`config.mk`:
```
export PLATFORM = sky130hd
export DESIGN_NAME = mem_port_arbiter
export DESIGN_NICKNAME = d
export VERILOG_FILES = /design/src/rtl/mem_port_arbiter.sv
export SDC_FILE = /design/constraint.sdc
export NUM_CORES = 1
export LEC_CHECK = 0
export CAP_MARGIN = 20
export CORE_ASPECT_RATIO = 1.1
export CORE_MARGIN = 2
export CORE_UTILIZATION = 30
export DETAILED_ROUTE_END_ITERATION = 10
export GPL_TIMING_DRIVEN = 0
export PLACE_DENSITY = 0.76
export SLEW_MARGIN = 20
export SYNTH_ARGS = -nofsm -noshare
export SYNTH_HDL_FRONTEND = slang
export SYNTH_SLANG_ARGS = --single-unit
export TNS_END_PERCENT = 100
```
`constraint.sdc`:
```
create_clock -name clk -period 2.6 [get_ports clk]
set_clock_uncertainty 0.2 [all_clocks]
set_input_delay 0.78 -clock clk [delete_from_list [all_inputs] [get_ports clk]]
set_output_delay 0.78 -clock clk [all_outputs]
set_load 0.01 [all_outputs]
```
`src/rtl/mem_port_arbiter.sv`:
```
// Shares the unified memory port between fetch (I) and memory stage (D).
// Define STARVE_GUARD_EN to bound consecutive D grants while fetch waits.
module mem_port_arbiter #(
  parameter int ADDR_W       = 16,
  parameter int DATA_W       = 16,
  parameter int TIMEOUT      = 15,
  parameter int STARVE_LIMIT = 4
) (
  input  logic              clk,
  input  logic              rst,
  input  logic              i_req,
  input  logic [ADDR_W-1:0] i_addr,
  output logic [DATA_W-1:0] i_rdata,
  output logic              i_ack,
  input  logic              d_req,
  input  logic              d_wr,
  input  logic [ADDR_W-1:0] d_addr,
  input  logic [DATA_W-1:0] d_wdata,
  output logic [DATA_W-1:0] d_rdata,
  output logic              d_ack,
  output logic              mem_en,
  output logic              mem_wr,
  output logic [ADDR_W-1:0] mem_addr,
  output logic [DATA_W-1:0] mem_wdata,
  input  logic [DATA_W-1:0] mem_rdata,
  input  logic              mem_valid,
  output logic              busy,
  output logic              err
);
  localparam int CW = $clog2(TIMEOUT + 1);

  typedef enum logic [1:0] {
    IDLE,
    I_RD,
    D_RD,
    D_WR
  } state_t;

  state_t            r_state;
  logic [CW-1:0]     r_cnt;
  logic              r_i_ack;
  logic              r_d_ack;
  logic              r_err;
  logic [DATA_W-1:0] r_i_rdata;
  logic [DATA_W-1:0] r_d_rdata;

  logic w_can;
  logic w_starved;
  logic w_gnt_d;
  logic w_gnt_i;
  logic w_tmo;
  logic w_done;

`ifdef STARVE_GUARD_EN
  localparam int SW = $clog2(STARVE_LIMIT + 1);
  logic [SW-1:0] r_starve;
  assign w_starved = (r_starve >= SW'(STARVE_LIMIT));
`else
  assign w_starved = 1'b0;
`endif

  // A read ack is delivered in IDLE; the requester still holds req then.
  assign w_can   = (r_state == IDLE) && !r_i_ack && !r_d_ack && !rst;
  assign w_gnt_d = w_can && d_req && !(w_starved && i_req);
  assign w_gnt_i = w_can && i_req && !w_gnt_d;
  assign w_tmo   = (r_cnt == CW'(TIMEOUT - 1));
  assign w_done  = mem_valid || w_tmo;

  assign mem_en    = w_gnt_d || w_gnt_i;
  assign mem_wr    = w_gnt_d && d_wr;
  assign mem_addr  = w_gnt_d ? d_addr :
                     w_gnt_i ? i_addr : '0;
  assign mem_wdata = (w_gnt_d && d_wr) ? d_wdata : '0;

  assign i_ack   = r_i_ack;
  assign d_ack   = r_d_ack;
  assign i_rdata = r_i_rdata;
  assign d_rdata = r_d_rdata;
  assign err     = r_err;
  assign busy    = (r_state != IDLE);

  always_ff @(posedge clk) begin
    if (rst) begin
      r_state   <= IDLE;
      r_cnt     <= '0;
      r_i_ack   <= 1'b0;
      r_d_ack   <= 1'b0;
      r_err     <= 1'b0;
      r_i_rdata <= '0;
      r_d_rdata <= '0;
    end else begin
      r_i_ack <= 1'b0;
      r_d_ack <= 1'b0;
      unique case (r_state)
        IDLE: begin
          r_cnt <= '0;
          if (w_gnt_d) begin
            r_state <= d_wr ? D_WR : D_RD;
            r_d_ack <= d_wr;
          end else if (w_gnt_i) begin
            r_state <= I_RD;
          end
        end
        D_WR: r_state <= IDLE;
        I_RD, D_RD: begin
          if (w_done) begin
            r_state <= IDLE;
            if (!mem_valid) r_err <= 1'b1;
            if (r_state == I_RD) begin
              r_i_ack   <= 1'b1;
              r_i_rdata <= mem_valid ? mem_rdata : '0;
            end else begin
              r_d_ack   <= 1'b1;
              r_d_rdata <= mem_valid ? mem_rdata : '0;
            end
          end else begin
            r_cnt <= r_cnt + 1'b1;
          end
        end
        default: r_state <= IDLE;
      endcase
    end
  end

`ifdef STARVE_GUARD_EN
  always_ff @(posedge clk) begin
    if (rst) begin
      r_starve <= '0;
    end else if (!i_req || w_gnt_i) begin
      r_starve <= '0;
    end else if (w_gnt_d && !w_starved) begin
      r_starve <= r_starve + 1'b1;
    end
  end
`endif

endmodule

```
=== Yosys cells after proc, flatten, opt, wreduce, memory -nomap -nowiden ===
Index checks and enable logic that the tools add are counted.

* Register bits: 41
* Bits of input ports: 70

* Bitwise logic cells: 4
* Muxes and demuxes: 16
* Equality and inequality tests: 7
* Reduce and logical (&&, ||, !) cells: 23
* $add $sub $neg: 1

{| class="wikitable"
|+ Operator list
! operator !! count
|-
| 16-bit two-way mux || 4
|-
| 3-bit AND reduction || 3
|-
| 4-bit one-hot mux with 2 select lines || 1
|-
| 1-bit logical AND || 7
|-
| 2-bit two-way mux || 3
|-
| 2-bit one-hot mux with 3 select lines || 1
|-
| 1-bit two-way mux || 5
|-
| 4-bit by 1-bit adder with 4-bit output (second input constant) || 1
|-
| 2-bit equality test (second input constant) || 2
|-
| 4-bit equality test (second input constant) || 1
|-
| 1-bit zero test || 4
|-
| 4-bit two-way mux || 1
|-
| 2-bit inequality test (second input constant) || 2
|-
| 1-bit NOT || 4
|-
| 2-bit AND reduction || 2
|-
| 2-bit nonzero test || 2
|-
| 3-bit inequality test (second input constant) || 1
|-
| 3-bit OR reduction || 1
|-
| 2-bit by 1-bit equality test with 1-bit output (second input constant) || 1
|-
| 2-bit zero test || 1
|-
| 1-bit logical OR || 2
|-
| 1-bit one-hot mux with 2 select lines || 1
|-
| 2-bit OR reduction || 1
|}

=== Longest topological paths before layout ===
* Depth after elaboration: 10
* Depth in mapped cells: 8
* Gate-level depth less buffers: 6

=== Worst setup path after synthesis ===
No wires, ideal clock.

* Path type: reg2out
* Start point: register r_state[0]
* End point: output port mem_addr[10]
* Arrival time: 1696 ps
* Data required time: 1620 ps
* Path buffers: 1
* Path slack: -76 ps
* Stages on the path, launching flop included: 7
* Cell sequence: dfxtp_1 inv_1 ha_1 or3b_4 nor4b_4 buf_6 a22o_2

* Word-level cells in the longest chain between the ends: 9

{| class="wikitable"
|+ Ends and longest elaborated chain
! item !! RTL line !! RTL
|-
| start, declared || 39 || <nowiki>state_t r_state;</nowiki>
|-
| start signal, assigned || 98 || <nowiki>r_state <= d_wr ? D_WR : D_RD;</nowiki>
|-
| 2-bit zero test * || 63 || <nowiki>assign w_can = (r_state == IDLE) && !r_i_ack && !r_d_ack && !rst;</nowiki>
|-
| 1-bit logical AND * (3 in a row) || 63 ||
|-
| 1-bit logical AND || 64 || <nowiki>assign w_gnt_d = w_can && d_req && !(w_starved && i_req);</nowiki>
|-
| 1-bit zero test || 65 || <nowiki>assign w_gnt_i = w_can && i_req && !w_gnt_d;</nowiki>
|-
| 1-bit logical AND || 65 ||
|-
| 16-bit two-way mux || 72 || <nowiki>w_gnt_i ? i_addr : '0;</nowiki>
|-
| 16-bit two-way mux * || 71 || <nowiki>assign mem_addr = w_gnt_d ? d_addr :</nowiki>
|-
| end, declared || 23 || <nowiki>output logic [ADDR_W-1:0] mem_addr,</nowiki>
|}

Every way passes the cells marked *; elsewhere a longest branch is shown, timed or not.

=== Final worst setup path ===
* Start point: register r_state[1]
* End point: output port mem_wdata[2]

* Word-level cells in the longest chain between the ends: 7

{| class="wikitable"
|+ Ends and longest elaborated chain
! item !! RTL line !! RTL
|-
| 2-bit zero test || 63 ||
|-
| 1-bit logical AND (3 in a row) || 63 ||
|-
| 1-bit logical AND || 64 ||
|-
| 1-bit logical AND || 73 || <nowiki>assign mem_wdata = (w_gnt_d && d_wr) ? d_wdata : '0;</nowiki>
|-
| 16-bit two-way mux || 73 ||
|-
| end, declared || 24 || <nowiki>output logic [DATA_W-1:0] mem_wdata,</nowiki>
|}

No other way between the ends.

==> results.ini <==
[yosys]
syn_inst=190
syn_avg_cell_area_um2=9.766
ys_ff_latch=41
synth_edf_count=0
synth_top_cell_by_area=dfxtp_1
yosysWarnings=0
synth_commonest_cells=dfxtp_1 (41), a22o_1 (22), nor2_1 (22), a22oi_1 (17), and3_1 (17)
synth.top_cell.area_share=0.4423
yosysUniqueCellTypes=36
netlist_top_cells_area=dfxtp_1 (44%), a22o_1 (10%), a22oi_1 (6.9%)
synthesis.nets=265
synth.most_common_cell=dfxtp_1
synth_async_sr_flop_share=0
ys.flop_type=dfxtp_1
synth_area_um2=1856
yosysSeqAreaShare=0.4423

[clocking]
ctsRootBufferMaster=clkbuf_8
insertion_delay_ns=0.29
cts_buffers=5
cts_hold_buf=0
clkTransAtPathRegs_ns=0.08
cts.sinks=41
cts_tree=built
cts_buffer_depth=2
cts-htree-levels=2

[global_routing]
grt_max_degree=13
overflow=0
grt_use_total=0.2107
grt_pass1_vias=2281
antenna_found_initial=0
grt_pass1_wl_um=11200

[status]
violations=negative setup slack
status=finished with violations

[run]
drv_cap=0

[placed_design]
io_buffers=139
gp_congestion=0.7471
dp_hpwl_um=4959
dp_slack_ns=-1.330

[timing]
finalSetupViolations=34
slew_viol_final=0
relSlewSlack=0.6709
rsz0062_at_grt=yes
setup_tns_ns=-16.23
hold_violations=0
worst_hold_slack_ns=0.2824
fmax_ghz=0.3214
fin_crit_sh=1.197
worst_pin_slew_ns=0.4937
fin_crit_ns=3.112
postLayoutSetupSlackWorst_ns=-0.5116

[worst_setup_path]
slowest_stage=or3b_4
crit_cells=9
r2r_start=r_state[1]
arrival_ns=2.13
critical-path-max-stage-delay_ns=0.40
crit_start=r_state[1]
cp_data_required_time_ns=1.62
rr_worst_depth=8
worstSetupPathType=flop to output pin
cp_top_family=simple AND/OR/NAND/NOR gates
crit_top_cell=buf_6
endpoint_kind=output pin
crit_buf_inv=5
cp_max_fo=6
startpoint_type=flop
path_cells=inv_2, ha_4, or3b_4, buf_6, nor3b_4, buf_6, buf_6, and3_4, buf_6

[finish]
fill_cells=462
seq_area_um2=823.3
nNetsFinal=447
n_antenna_cell=0
multi_input_area_um2=1104
layout-drive-gt1-share=0.3378
areaGrowthSynthToFinish_pct=115.0

[floorplan]
start_util=0.3051
core_um2=6081
rows=30
die_y_um=86.49
fp.dieW_um=78.99
dieArea_um2=6831
io_pins=140

[routing]
ant_nets=0
drc=0
routedWlPerCell_um=16.66
firstDrtPassIters=5
drt_iter0_drc=38
viasPerCell=4.991
finalWirelength_um=7545
vias=2261

[worst_hold_path]
hp-class=flop to flop
hold-path-cell-count=1
hp-start=d_rdata[6]

[power]
vdd_drop_max_v=0.0004693
switching_power_uw=455.3
p_per_area_nw_per_um2=432.4
pwr-share-comb=0.350
power.internal_mw=1.270
total_power_mw=1.725
swShare=0.2640
power_frac_seq=0.390
power.leakage_nw=1.681
power.share.clock=0.260

-- layer usage --
metal	global-route usage	vias up	share of wire
met1	0.2280	1069	0.39
met4	0.05956	0	0.0091
li1	-	1076	-
met2	0.3790	108	0.50
met3	0.08438	8	0.094
met5	0	-	0
-- worst register-to-register path: stages, from the launching register on --
cell and delay (ns):
dfxtp_2 0.34, inv_2 0.05, buf_4 0.12, buf_4 0.12
ha_1 0.20, nor4bb_1 0.25, clkbuf_1 0.32, clkbuf_1 0.42
a22o_1 0.21
-- final cells by class --
class | instances | area share
plain buffers | 15 | 0.02760
flip-flops and latches | 41 | 0.2064
well taps | 80 | 0.02509
clock inverters | 1 | 0.001255
clock buffers | 7 | 0.02415
multi-input cells | 129 | 0.2767
inverters | 5 | 0.004705
repair buffers | 175 | 0.4341
-- through the flow --
stage               utilization  cells  area (um2)
detailed placement       0.5679    409        3453
CTS                      0.6440    449        3916
floorplan                     -    190        1962
finish                   0.6560    453        3989
global route             0.6560    453        3989
global placement         0.5679    409        3453
-- final timing paths --
path | endpoint | slack, ns
worst max-delay path | mem_wdata[2] | -0.51
worst min-delay path | d_rdata[6] | 0.28
worst max register to register | d_rdata[10] | 0.31
worst min register to register | d_rdata[6] | 0.28
-- state kept, by name, summed over array words and instances (netlist names) --
register / flops
r_cnt: 4
i_rdata: 16
d_rdata: 16
i_ack: 1
err: 1
r_state: 2
d_ack: 1
-- logic make-up (layout without fill, tap and decap cells) --
family,Yosys count,in the layout,share of synthesized area
compound gates,62,62,0.2738
simple gates,59,59,0.1834
flops,41,41,0.4423
buf+inv,20,203,0.04923
fa+ha+maj,5,5,0.03372
mux,3,3,0.01753
-- power by group through the flow --
stage	sequential, mW	combinational [mW]	clock (mW)
after floorplan	0.696	0.201	0
after global placement	0.687	0.469	0
after detailed placement	0.687	0.476	0
after CTS	0.672	0.578	0.459
after global routing	0.676	0.639	0.496
final	0.673	0.603	0.449
-- timing repair --
action / 4_1_cts / 5_1_grt
endpoints found under the setup margin: 34 / 35
gates resized for setup: 203 / 14
pin swaps: 24 / 12
gates cloned: 4 / 0
setup buffers: 28 / 5
-- placed cells by master, fill, tap and decap left out, drive strengths merged, types with 2 or more instances in the layout --
master | netlist | final
a21oi | 3 | 3
a22o | 32 | 32
a22oi | 17 | 17
and3 | 17 | 17
buf | 6 | 76
clkbuf | 9 | 16
clkdlybuf4s50 | 0 | 101
dfxtp | 41 | 41
dlygate4sd2 | 0 | 2
ha | 5 | 5
inv | 5 | 5
mux2 | 2 | 2
nand2 | 4 | 4
nand3 | 4 | 4
nor2 | 22 | 22
nor2b | 2 | 2
o21ai | 3 | 3
or3b | 2 | 2
Note: power is estimated with default switching activity, not from simulation.
